File: src/rtl/fetch_unit.sv
//------------------------------------------------------------------------------
// fetch_unit
// Instruction-fetch / program-counter stage for the multi-cycle controller.
// Owns PC, IR, TR and DI. Turns controller commands into memory reads and
// raises `stall` while the memory is inserting wait states.
// Optional feature macro: FETCH_TIMEOUT_EN (WAIT-state timeout with sticky
// bus_err and force-completion of the stuck access).
// Revision: 1.0 - initial release
//------------------------------------------------------------------------------
`default_nettype none

module fetch_unit #(
  parameter int AW      = 13,
  parameter int DW      = 8,
  parameter int TIMEOUT = 15
) (
  input  logic          clk,
  input  logic          rst,
  input  logic          pcInc,
  input  logic          PcOrTR,
  input  logic          irWriteEn,
  input  logic          trWriteEn,
  input  logic          diLoadEn,
  input  logic          pcLoadEn,
  input  logic [DW-1:0] mem_rdata,
  input  logic          mem_ready,
  output logic [AW-1:0] mem_addr,
  output logic          mem_rd,
  output logic          stall,
  output logic [3:0]    IrToCU,
  output logic [4:0]    DiToCU,
  output logic [DW-1:0] ir_out,
  output logic [DW-1:0] tr_out,
  output logic [AW-1:0] pc_out,
  output logic          bus_err
);

  // Wait counter is wide enough to hold TIMEOUT and saturates at all-ones.
  localparam int CW = $clog2(TIMEOUT + 1);

  localparam logic [0:0] IDLE = 1'b0;
  localparam logic [0:0] WAIT = 1'b1;

  logic [0:0]    state_q, state_d;
  logic [CW-1:0] cnt_q, cnt_d;
  logic [AW-1:0] pc_q, pc_d;
  logic [DW-1:0] ir_q, ir_d;
  logic [DW-1:0] tr_q, tr_d;
  logic [4:0]    di_q, di_d;

  logic          rd_cmd;
  logic          timeout;
  logic          complete;
  logic [DW-1:0] rdata_eff;
  logic [AW-1:0] jump_tgt;
  logic          pc_step;

  assign rd_cmd   = irWriteEn | trWriteEn;
  assign jump_tgt = {ir_q[4:0], tr_q};

`ifdef FETCH_TIMEOUT_EN
  logic bus_err_q;

  // Abort only while the access is still pending and memory has not answered.
  assign timeout = (state_q == WAIT) && (cnt_q == CW'(TIMEOUT)) && rd_cmd && !mem_ready;

  // Sticky bus error, cleared only by reset.
  always_ff @(posedge clk or posedge rst) begin
    if (rst) bus_err_q <= 1'b0;
    else if (timeout) bus_err_q <= 1'b1;
  end

  assign bus_err = bus_err_q;
`else
  assign timeout = 1'b0;
  assign bus_err = 1'b0;
`endif

  // A timed-out access completes with zero data so the controller can proceed.
  assign rdata_eff = mem_ready ? mem_rdata : '0;
  assign complete  = rd_cmd & (mem_ready | timeout);

  assign mem_rd   = rd_cmd;
  assign mem_addr = PcOrTR ? pc_q : jump_tgt;
  assign stall    = rd_cmd & ~mem_ready & ~timeout;

  // Wait-state tracking: IDLE handles zero-wait reads, WAIT counts wait cycles.
  always_comb begin
    state_d = state_q;
    cnt_d   = cnt_q;
    case (state_q)
      IDLE: begin
        if (rd_cmd && !complete) begin
          state_d = WAIT;
          cnt_d   = CW'(1);
        end
      end
      WAIT: begin
        if (!rd_cmd || complete) begin
          state_d = IDLE;
          cnt_d   = '0;
        end else if (cnt_q != {CW{1'b1}}) begin
          cnt_d = cnt_q + 1'b1;
        end
      end
      default: begin
        state_d = IDLE;
        cnt_d   = '0;
      end
    endcase
  end

  // Architectural register updates; a jump load beats increment, IR load beats DI load.
  always_comb begin
    ir_d    = ir_q;
    tr_d    = tr_q;
    di_d    = di_q;
    pc_step = pcInc & (~rd_cmd | complete);

    if (complete && irWriteEn) begin
      ir_d = rdata_eff;
      di_d = rdata_eff[4:0];
    end else begin
      if (complete && trWriteEn) tr_d = rdata_eff;
      if (diLoadEn) di_d = ir_q[4:0];
    end

    if (pcLoadEn)     pc_d = jump_tgt;
    else if (pc_step) pc_d = pc_q + 1'b1;
    else              pc_d = pc_q;
  end

  // State and register file update.
  always_ff @(posedge clk or posedge rst) begin
    if (rst) begin
      state_q <= IDLE;
      cnt_q   <= '0;
      pc_q    <= '0;
      ir_q    <= '0;
      tr_q    <= '0;
      di_q    <= '0;
    end else begin
      state_q <= state_d;
      cnt_q   <= cnt_d;
      pc_q    <= pc_d;
      ir_q    <= ir_d;
      tr_q    <= tr_d;
      di_q    <= di_d;
    end
  end

  assign IrToCU = ir_q[DW-1:DW-4];
  assign DiToCU = di_q;
  assign ir_out = ir_q;
  assign tr_out = tr_q;
  assign pc_out = pc_q;

endmodule

`default_nettype wire

File: config.mk
export PLATFORM = sky130hd
export DESIGN_NAME = fetch_unit
export DESIGN_NICKNAME = d
export VERILOG_FILES = /design/src/rtl/fetch_unit.sv
export SDC_FILE = /design/constraint.sdc
export NUM_CORES = 1
export LEC_CHECK = 0
export ABC_AREA = 1
export ABC_CLOCK_PERIOD_IN_PS = 1400
export CAP_MARGIN = 20
export CELL_PAD_IN_SITES_DETAIL_PLACEMENT = 1
export CELL_PAD_IN_SITES_GLOBAL_PLACEMENT = 1
export CORE_MARGIN = 1.5
export CORE_UTILIZATION = 42
export CTS_BUF_LIST = sky130_fd_sc_hd__clkbuf_4
export CTS_CLUSTER_DIAMETER = 40
export DETAILED_ROUTE_END_ITERATION = 6
export DONT_BUFFER_PORTS = 1
export GPL_TIMING_DRIVEN = 0
export PLACE_DENSITY = 0.77
export SYNTH_ARGS = -nofsm -noshare
export SYNTH_HDL_FRONTEND = slang
export SYNTH_SLANG_ARGS = --single-unit
File: constraint.sdc
create_clock -name clk -period 1.4 [get_ports clk]
set_input_delay 0.42 -clock clk [delete_from_list [all_inputs] [get_ports clk]]
set_output_delay 0.42 -clock clk [all_outputs]
set_load 0.01 [all_outputs]
==> results of run 1 <==
-- synthesized netlist by cell type --
master    count  area, µm²
a21oi_1       9       45.0
a21oi_2       4       35.0
buf_1         1       3.75
buf_2         4       20.0
buf_4         5       37.5
buf_6         3       33.8
clkbuf_1      1       3.75
clkinv_1      1       3.75
clkinv_2      1       5.00
conb_1        1       3.75
dfrtp_1      34        851
ha_1          1       12.5
inv_1        34        128
inv_2         2       7.51
mux2_2        1       11.3
mux2i_1       1       10.0
nand2_1      74        278
nand2_2       7       43.8
nand2_4       2       22.5
nand3_1      23        115
nand3b_1      1       7.51
nand4_1       2       12.5
nand4_2       1       12.5
nor2_1       22       82.6
nor2_2        2       12.5
nor2_4        1       11.3
o21ai_0       8       40.0
o21ai_1       7       35.0
o21ai_2      11       96.3
o21ai_4       1       16.3
or2_1         1       6.26
xnor2_1       1       8.76
xor2_1        2       17.5
-- state kept, by name (all words and copies together), names as in the netlist --
| name | count |
|---|---|
| DiToCU | 5 |
| ir_out | 8 |
| pc_out | 13 |
| tr_out | 8 |
-- power by group --
group	total, µW	switching (µW)	leakage (µW)	internal [µW]
clock	562	377	0.0000233	185
sequential	1530	357	0.000382	1170
combinational	959	565	0.000731	394
total	3050	1300	0.00114	1750
-- through the flow --
step | power (µW) | setup slack, ps | utilization | std cells
after global placement | 2150 | -238 | 0.451 | 323
final | 3050 | -150 | 0.539 | 337
after detailed placement | 2200 | -109 | 0.457 | 324
after global routing | 3200 | -179 | 0.539 | 337
after CTS | 2910 | -141 | 0.503 | 335
after floorplan | 1970 | 19.6 | - | 269
-- per-layer routing --
metal | routed length [µm] | track usage | vias to the layer above
li1 | - | - | 868
met1 | 2640 | 0.285 | 918
met2 | 3210 | 0.433 | 67
met3 | 381 | 0.0667 | 14
met4 | 162 | 0.0734 | 0
met5 | 0 | 0 | -
-- area by class of cell --
type | instances | area share
Clock buffer | 5 | 0.0148
Inverter | 38 | 0.0589
Sequential cell | 34 | 0.350
Tap cell | 54 | 0.0267
Timing Repair Buffer | 7 | 0.0287
Multi-Input combinational cell | 183 | 0.454
Clock inverter | 2 | 0.00593
Buffer | 14 | 0.0608
-- layout by cell type, fill, tap and decap left out, drive strengths merged, types with 2 or more instances in the layout --
cell type / n
clkinv: 2
clkinvlp: 2
nor2: 25
dfrtp: 34
a21oi: 13
buf: 21
xor2: 2
o21ai: 27
nand2: 83
nand3: 23
nand4: 3
clkbuf: 5
inv: 36
-- path summary, 6_finish.rpt --
| kind | end | cells after the start | slack (ps) | start |
|---|---|---|---|---|
| setup / recovery | mem_addr[1] | 1 | -150 | pc_out[1] |
| hold / removal | pc_out[11] | 1 | 6 | rst |
| setup reg to reg | pc_out[8] | 8 | -20 | pc_out[1] |
| hold reg to reg | tr_out[1] | 2 | 580 | tr_out[1] |
| max in group asynchronous | pc_out[0] | 2 | 850 | rst |
| min in group clk | tr_out[6] | 2 | 220 | mem_rdata[6] |
-- worst reg2reg max path, cell delays in order (launching register included) --
cell and delay [ps]:
dfrtp_2 470, ha_1 270, nand2_1 120, nor2_4 140, nand2_1 80, nand2_1 70, nand2_1 50, nand2_1 50
nand3_1 70
-- timing repair --
action,in CTS,in global routing
hold endpoints to repair,0,0
buffers inserted,4,2
pin swaps,13,10
setup endpoints to repair,20,25
resized for setup,60,41
-- cells by family after synthesis --
group / Yosys count / share of synthesized area
flip-flops: 34 / 0.419
XOR/XNOR: 3 / 0.0129
multiplexers: 2 / 0.0105
adder cells (fa/ha/maj): 1 / 0.00616
AND/OR/NAND/NOR: 136 / 0.298
AO/OA/AOI/OAI: 40 / 0.132
buffers and inverters: 52 / 0.120
other: 1 / 0.00185
==> reports/metrics.cfg, run 1 <==
[outcome]
status = finished, violations left
failed_checks = negative setup slack

[route]
detail-route-antenna-nets = 0
wl_per_cell_um = 19.0
dr.pass1.iters = 4
totalWireLength_um = 6390
drt_iter0_drc = 84
post-route-drc-count = 0
vias_per_cell = 5.54
vias = 1867

[logic_synthesis]
ys_warn_count = 0
synth-seq-cells = 34
synthesis.area_um2 = 2030
syn-num-nets = 287
syn_avg_cell_area_um2 = 7.54
synth_cell_type_count = 33
synth_seq_area_share = 0.419
postSynthCellCount = 269

[worst_setup_path]
slowest_delay_ps = 490
critPathRequiredTime_ps = 980
critPathBufInv = 0
crit_family = flip-flops
critPathLaunchType = register
cp.arrival_ps = 1130
path_max_fanout = 6
path_cells = mux2_4
criticalPathCategory = reg2out
crit_path_top_delay_cell = dfrtp_2
end_kind = output port

[floorplan]
core_area_um2 = 4690
rows = 25
die_h_um = 72.5
start_util = 0.433
die_w_um = 72.5
ios = 71
die-area_um2 = 5260

[placed_design]
gp_congestion = 0.794
hpwl_um = 4440
io_buffers = 0
post_dp_cell_area_um2 = 2150

[timing]
setup_violations = 15
rsz0062_at_grt = true
tightest_slew_ps = 607
holdWs_ps = 6.43
fin_ws_ps = -150
period_share = 1.11
finalHoldViolCount = 0
finalCriticalPeriod_ps = 1550
finalMaxSlewViolations = 0
relSlewSlack = 0.595
fmax_ghz = 0.645
fin_skew_ps = 10.3
tns_ps = -1010

[finish]
regArea_um2 = 885
design_area_um2 = 2530
nets = 301
n_fill_cell = 565
drive_above_1_share = 0.449
antennaDiodeCount = 0
multiInputGateArea_um2 = 1150
syn_to_final_growth_pct = 24.7

[min_path]
hp-class = in2async

[grt]
first_global_vias = 1948
antenna_found_initial = 0
track_usage = 0.243
grt_overflow = 0
grt_max_degree = 23
grt_pass1_wl_um = 9740

[clock_tree]
cts_tree = built
hold_buffers = 0
clockBufferDepth = 2
clock-sinks = 34
clk_latency_ps = 350
cts_made_buffers = 5
root_buffer = clkbuf_4
clk_pin_slew_worst_paths_ps = 120
cts-htree-levels = 2

[power]
vdd_drop_max_mv = 0.821
p_leak_uw = 0.00114
power.density_nw_per_um2 = 1200

[flow_run]
cap_violations = 0

(Power assumes the default switching activity.)
==> inputs of run 2 (changes only) <==
--- a/config.mk
+++ b/config.mk
@@ -11,13 +11,13 @@
 export CELL_PAD_IN_SITES_DETAIL_PLACEMENT = 1
 export CELL_PAD_IN_SITES_GLOBAL_PLACEMENT = 1
 export CORE_MARGIN = 1.5
-export CORE_UTILIZATION = 42
+export CORE_UTILIZATION = 25
 export CTS_BUF_LIST = sky130_fd_sc_hd__clkbuf_4
 export CTS_CLUSTER_DIAMETER = 40
 export DETAILED_ROUTE_END_ITERATION = 6
 export DONT_BUFFER_PORTS = 1
 export GPL_TIMING_DRIVEN = 0
-export PLACE_DENSITY = 0.77
+export PLACE_DENSITY = 0.5
 export SYNTH_ARGS = -nofsm -noshare
 export SYNTH_HDL_FRONTEND = slang
 export SYNTH_SLANG_ARGS = --single-unit
==> run 2 against run 1 <==
The flow still finishes with violations (negative setup slack). Routed wire length rose by 0.17%. Combinational power decreased by 3.4%. Total power is 0.42% lower. Sequential share of layout area is 0.56 points lower. Largest cell class unchanged. Largest power group unchanged.
==> reports/metrics.cfg, run 2 (synthesis results as in run 1) <==
[worst_setup_path]
crit_path_top_delay_cell = dfrtp_2  ; unchanged
critPathBufInv = 0  ; unchanged
end_kind = output port  ; unchanged
r2r_cells = 6  ; was 8
critPathRequiredTime_ps = 980  ; about the same
crit_family = flip-flops  ; unchanged
rrSetupSlack_ps = 0  ; was -20 ps
path_max_fanout = 6  ; unchanged
path_cells = mux2_4  ; unchanged
crit_cells = 1  ; unchanged
cp.arrival_ps = 1120  ; was 1130 ps
criticalPathCategory = reg2out  ; unchanged
reg2reg_from = pc_out[0]  ; was pc_out[1]
slowest_delay_ps = 490  ; about the same
r2r_end = pc_out[10]  ; was pc_out[8]
critPathLaunchType = register  ; unchanged

[timing]
finalCriticalPeriod_ps = 1540  ; was 1550 ps
period_share = 1.10  ; was 1.11
tightest_slew_ps = 774  ; was 607 ps
finalHoldViolCount = 0  ; unchanged
holdWs_ps = 77.6  ; was 6.43 ps
fin_ws_ps = -142  ; was -150 ps
finalMaxSlewViolations = 0  ; unchanged
fin_skew_ps = 7.74  ; was 10.3 ps
setup_violations = 14  ; was 15
fmax_ghz = 0.649  ; was 0.645 GHz
relSlewSlack = 0.483  ; was 0.595
rsz0062_at_grt = true  ; unchanged

[power]
p_leak_uw = 0.00114  ; about the same
power.density_nw_per_um2 = 1180  ; was 1200 nW/µm²
vdd_drop_max_mv = 0.431  ; was 0.821 mV

[finish]
largest_reg_flops = 13  ; unchanged
layout_common_cells = nand2_1, dfrtp_2, nand3_1  ; was nand2_1, dfrtp_2, inv_1, nand3_1
design_area_um2 = 2570  ; was 2530 µm²
final_util = 0.330  ; was 0.539
nets = 304  ; was 301
drive_above_1_share = 0.453  ; was 0.449
n_fill_cell = 964  ; was 565
syn_to_final_growth_pct = 26.9  ; was 24.7%
antennaDiodeCount = 0  ; unchanged
mostFrequentLayoutCell = nand2_1  ; unchanged

[route]
detail-route-antenna-nets = 0  ; unchanged
dr.pass1.iters = 4  ; unchanged
post-route-drc-count = 0  ; unchanged
vias_per_cell = 4.62  ; was 5.54
totalWireLength_um = 6400  ; was 6390 µm
wl_per_cell_um = 16.5  ; was 19.0 µm
drt_iter0_drc = 55  ; was 84
vias = 1796  ; was 1867

[placed_design]
post_dp_cell_area_um2 = 2180  ; was 2150 µm²
io_buffers = 0  ; unchanged
place_ws_ps = -184  ; was -109 ps
gp_congestion = 0.720  ; was 0.794
hpwl_um = 4780  ; was 4440 µm

[outcome]
failed_checks = negative setup slack  ; unchanged
status = finished, violations left  ; unchanged

[floorplan]
rows = 32  ; was 25
core_area_um2 = 7810  ; was 4690 µm²
start_util = 0.260  ; was 0.433
ios = 71  ; unchanged
die_h_um = 93.1  ; was 72.5 µm
die-area_um2 = 8670  ; was 5260 µm²
die_w_um = 93.1  ; was 72.5 µm

[grt]
antenna_found_initial = 0  ; unchanged
grt_pass1_wl_um = 10400  ; was 9740 µm
grt_max_degree = 35  ; was 23
busiest_layer = met2  ; unchanged
grt_overflow = 0  ; unchanged
met2_usage = 0.249  ; was 0.433
track_usage = 0.157  ; was 0.243
use_met1 = 0.211  ; was 0.285
use_met3 = 0.0439  ; was 0.0667
first_global_vias = 1841  ; was 1948

[clock_tree]
clk_latency_ps = 340  ; was 350 ps
clk_pin_slew_worst_paths_ps = 120  ; about the same
cts-htree-levels = 2  ; unchanged
cts_tree = built  ; unchanged
hold_buffers = 0  ; unchanged
cts_made_buffers = 5  ; unchanged
clock-sinks = 34  ; unchanged
root_buffer = clkbuf_4  ; unchanged
clockBufferDepth = 2  ; unchanged

[flow_run]
cap_violations = 0  ; unchanged

[min_path]
hp-class = in2async  ; unchanged

-- run 2: changes by cell type in the layout (fill, tap and decap cells not counted), sizes merged --
cell	previous run	this run
buf	21	24
clkinv	2	4
clkinvlp	2	0
clkbuf	5	6
-- run 2: routing by layer --
metal  vias to the layer above  routed length (µm)
met5                         -                   0
met1                       869                2910
met3                         7                 387
met2                        48                3040
li1                        872                   -
met4                         0                  61
-- run 2: worst max-delay path by stage --
stage	from	endpoint	slack (ps)
after global placement	rst	pc_out[0]	-340
after floorplan	PcOrTR	mem_addr[0]	20
after CTS	pc_out[1]	mem_addr[1]	-160
after detailed placement	PcOrTR	mem_addr[4]	-180
after global routing	pc_out[1]	mem_addr[1]	-190
final	pc_out[1]	mem_addr[1]	-140
-- run 2: through the flow --
| stage | power [µW] | setup TNS (ps) | std cells |
|---|---|---|---|
| after floorplan | 1970 | 0 | 269 |
| after global placement | 2190 | -13600 | 371 |
| after detailed placement | 2200 | -2090 | 371 |
| after CTS | 3010 | -1350 | 387 |
| after global routing | 3250 | -2150 | 389 |
| final | 3040 | -914 | 389 |
-- run 2: power by group --
part / internal, µW / switching (µW)
sequential: 1170 / 361
combinational: 400 / 526
clock: 208 / 369
-- run 2: area by class of cell --
class	count	area, µm²	area share
Sequential cell	34	886	0.344
Timing Repair Buffer	10	75.1	0.0292
Clock inverter	2	8.76	0.00340
Buffer	14	149	0.0578
Tap cell	102	128	0.0496
Multi-Input combinational cell	183	1130	0.441
Clock buffer	6	45.0	0.0175
Inverter	38	149	0.0578
-- run 2: repair_timing --
item / 4_1_cts / 5_1_grt
resized for setup: 73 / 24
setup endpoints to repair: 21 / 27
hold endpoints to repair: 0 / 0
buffers inserted: 8 / 2
pin swaps: 11 / 15
==> inputs of run 3 (changes only) <==
--- a/config.mk
+++ b/config.mk
@@ -6,7 +6,7 @@
 export NUM_CORES = 1
 export LEC_CHECK = 0
 export ABC_AREA = 1
-export ABC_CLOCK_PERIOD_IN_PS = 1400
+export ABC_CLOCK_PERIOD_IN_PS = 1830
 export CAP_MARGIN = 20
 export CELL_PAD_IN_SITES_DETAIL_PLACEMENT = 1
 export CELL_PAD_IN_SITES_GLOBAL_PLACEMENT = 1
@@ -17,7 +17,7 @@
 export DETAILED_ROUTE_END_ITERATION = 6
 export DONT_BUFFER_PORTS = 1
 export GPL_TIMING_DRIVEN = 0
-export PLACE_DENSITY = 0.5
+export PLACE_DENSITY = 0.48
 export SYNTH_ARGS = -nofsm -noshare
 export SYNTH_HDL_FRONTEND = slang
 export SYNTH_SLANG_ARGS = --single-unit
==> constraint.sdc (replaced) <==
create_clock -name clk -period 1.83 [get_ports clk]
set_input_delay 0.549 -clock clk [delete_from_list [all_inputs] [get_ports clk]]
set_output_delay 0.549 -clock clk [all_outputs]
set_load 0.01 [all_outputs]
==> run 3 against run 2 <==
The flow now finishes without violations. Setup slack gained 210 ps. Non-clock buffer count decreased by 10. Die area unchanged. Combinational power down 42%. Hold slack gained 130 ps. Register-to-register slack gained 270 ps. Clock power shrank 24%. Global-route usage up 0.14 points. First-iteration DRC count is 24% higher. Count of clock-buffer cells in the layout unchanged. Critical endpoint is now mem_addr[7]. Largest cell class unchanged. Highest routed layer unchanged.
==> reports/metrics.cfg, run 3 (synthesis results as in run 1) <==
[route]
vias = 1751  ; was 1796
totalWireLength_um = 6350  ; was 6400 µm
post-route-drc-count = 0  ; unchanged
dr.pass1.iters = 4  ; unchanged
detail-route-antenna-nets = 0  ; unchanged
wl_per_cell_um = 16.7  ; was 16.5 µm
drt_iter0_drc = 68  ; was 55
vias_per_cell = 4.62  ; about the same

[clock_tree]
root_buffer = clkbuf_4  ; unchanged
clk_pin_slew_worst_paths_ps = 120  ; about the same
cts_setup_buffers = 0  ; was 8
cts_resized = 6  ; was 73
cts_made_buffers = 5  ; unchanged
hold_buffers = 0  ; unchanged
clk_latency_ps = 340  ; about the same
clockBufferDepth = 2  ; unchanged
clock-sinks = 34  ; unchanged
cts_tree = built  ; unchanged
cts-htree-levels = 2  ; unchanged

[worst_setup_path]
path_cells = buf_2 -> buf_6 -> nor2_1 -> a21oi_2  ; was mux2_4
cp.arrival_ps = 1210  ; was 1120 ps
slowest_delay_ps = 200  ; was 490 ps
reg2reg_from = pc_out[1]  ; was pc_out[0]
critPathRequiredTime_ps = 1280  ; was 980 ps
crit_start = PcOrTR  ; was pc_out[1]
crit_family = buffers and inverters  ; was flip-flops
path_max_fanout = 10  ; was 6
crit_cells = 4  ; was 1
criticalPathCategory = in2out  ; was reg2out
rrSetupSlack_ps = 270  ; was 0 ps
critPathBufInv = 2  ; was 0
crit_path_top_delay_cell = buf_2  ; was dfrtp_2
crit_path_end = mem_addr[7]  ; was mem_addr[1]
critPathLaunchType = input port  ; was register
r2r_cells = 8  ; was 6
r2r_end = pc_out[8]  ; was pc_out[10]
end_kind = output port  ; unchanged

[flow_run]
cap_violations = 0  ; unchanged

[finish]
largest_reg_flops = 13  ; unchanged
syn_to_final_growth_pct = 10.8  ; was 26.9%
layout_common_cells = nand2_1, inv_1, dfrtp_1  ; was nand2_1, dfrtp_2, nand3_1
drive_above_1_share = 0.227  ; was 0.453
design_area_um2 = 2250  ; was 2570 µm²
layout.cells.non_filler = 379  ; was 389
final_util = 0.288  ; was 0.330
nets = 294  ; was 304
mostFrequentLayoutCell = nand2_1  ; unchanged
antennaDiodeCount = 0  ; unchanged
n_fill_cell = 967  ; was 964

[grt]
met2_usage = 0.260  ; was 0.249
busiest_layer = met2  ; unchanged
use_met3 = 0.0398  ; was 0.0439
grt_overflow = 0  ; unchanged
grt_pass1_wl_um = 10400  ; about the same
use_met1 = 0.202  ; was 0.211
antenna_found_initial = 0  ; unchanged
first_global_vias = 1874  ; was 1841
grt_max_degree = 35  ; unchanged
track_usage = 0.158  ; was 0.157

[timing]
fin_ws_ps = 68.5  ; was -142 ps
finalCriticalPeriod_ps = 1760
setup_violations = 0  ; was 14
tightest_slew_ps = 764  ; was 774 ps
fmax_ghz = 0.568
relSlewSlack = 0.490  ; was 0.483
fin_skew_ps = 6.86  ; was 7.74 ps
finalMaxSlewViolations = 0  ; unchanged
rsz0062_at_grt = false  ; was true
period_share = 0.963
finalHoldViolCount = 0  ; unchanged

[floorplan]
die_h_um = 93.1  ; unchanged
rows = 32  ; unchanged
start_util = 0.260  ; unchanged
die-area_um2 = 8670  ; unchanged
die_w_um = 93.1  ; unchanged
ios = 71  ; unchanged
core_area_um2 = 7810  ; unchanged

[power]
vdd_drop_max_mv = 0.300  ; was 0.431 mV
totalPowerFinal_uw = 2100  ; was 3040 µW
power.density_nw_per_um2 = 935  ; was 1180 nW/µm²
p_leak_uw = 0.00109  ; was 0.00114 µW

[placed_design]
hpwl_um = 4850  ; was 4780 µm
place_ws_ps = -311  ; was -184 ps
io_buffers = 0  ; unchanged
gp_congestion = 0.792  ; was 0.720
post_dp_cell_area_um2 = 2160  ; was 2180 µm²
dp_cells = 371  ; unchanged

[min_path]
hp-class = in2async  ; unchanged

[outcome]
status = completed  ; was finished, violations left

run 3: changes by cell type in the layout (fill, tap and decap cells not counted), sizes merged:
cell	change
buf	-10
run 3: layout make-up:
type | count | area, µm² | area share
Clock inverter | 2 | 8.76 | 0.00390
Multi-Input combinational cell | 183 | 955 | 0.425
Inverter | 38 | 144 | 0.0640
Sequential cell | 34 | 856 | 0.381
Buffer | 14 | 113 | 0.0501
Clock buffer | 6 | 45.0 | 0.0200
Tap cell | 102 | 128 | 0.0568
run 3: worst min-delay path by stage:
stage                   start    endpoint  slack [ps]  depth (start not counted)
floorplan           ir_out[5]   ir_out[5]         540                          2
global placement    ir_out[6]   ir_out[6]         570                          2
detailed placement  DiToCU[0]   DiToCU[0]         570                          2
CTS                       rst   DiToCU[3]         240                          1
global route              rst   pc_out[7]         270                          1
finish                    rst  pc_out[12]         210                          1
run 3: power by group:
part           total (µW)  switching (µW)  internal, µW  leakage (µW)
logic                 540             343           197      0.000652
registers            1120             247           877      0.000408
clock network         439             280           159     0.0000331
run 3: per-stage QoR:
stage	TNS (ps)	hold slack, ps
after floorplan	0	541
after global placement	-3800	570
after detailed placement	-2310	574
after CTS	-368	241
after global routing	0	269
final	0	205
run 3: metal layers:
| metal | routed length [µm] | share of wire |
|---|---|---|
| met5 | 0 | 0 |
| met4 | 77 | 0.012 |
| met3 | 335 | 0.053 |
| met2 | 3040 | 0.48 |
| met1 | 2890 | 0.46 |
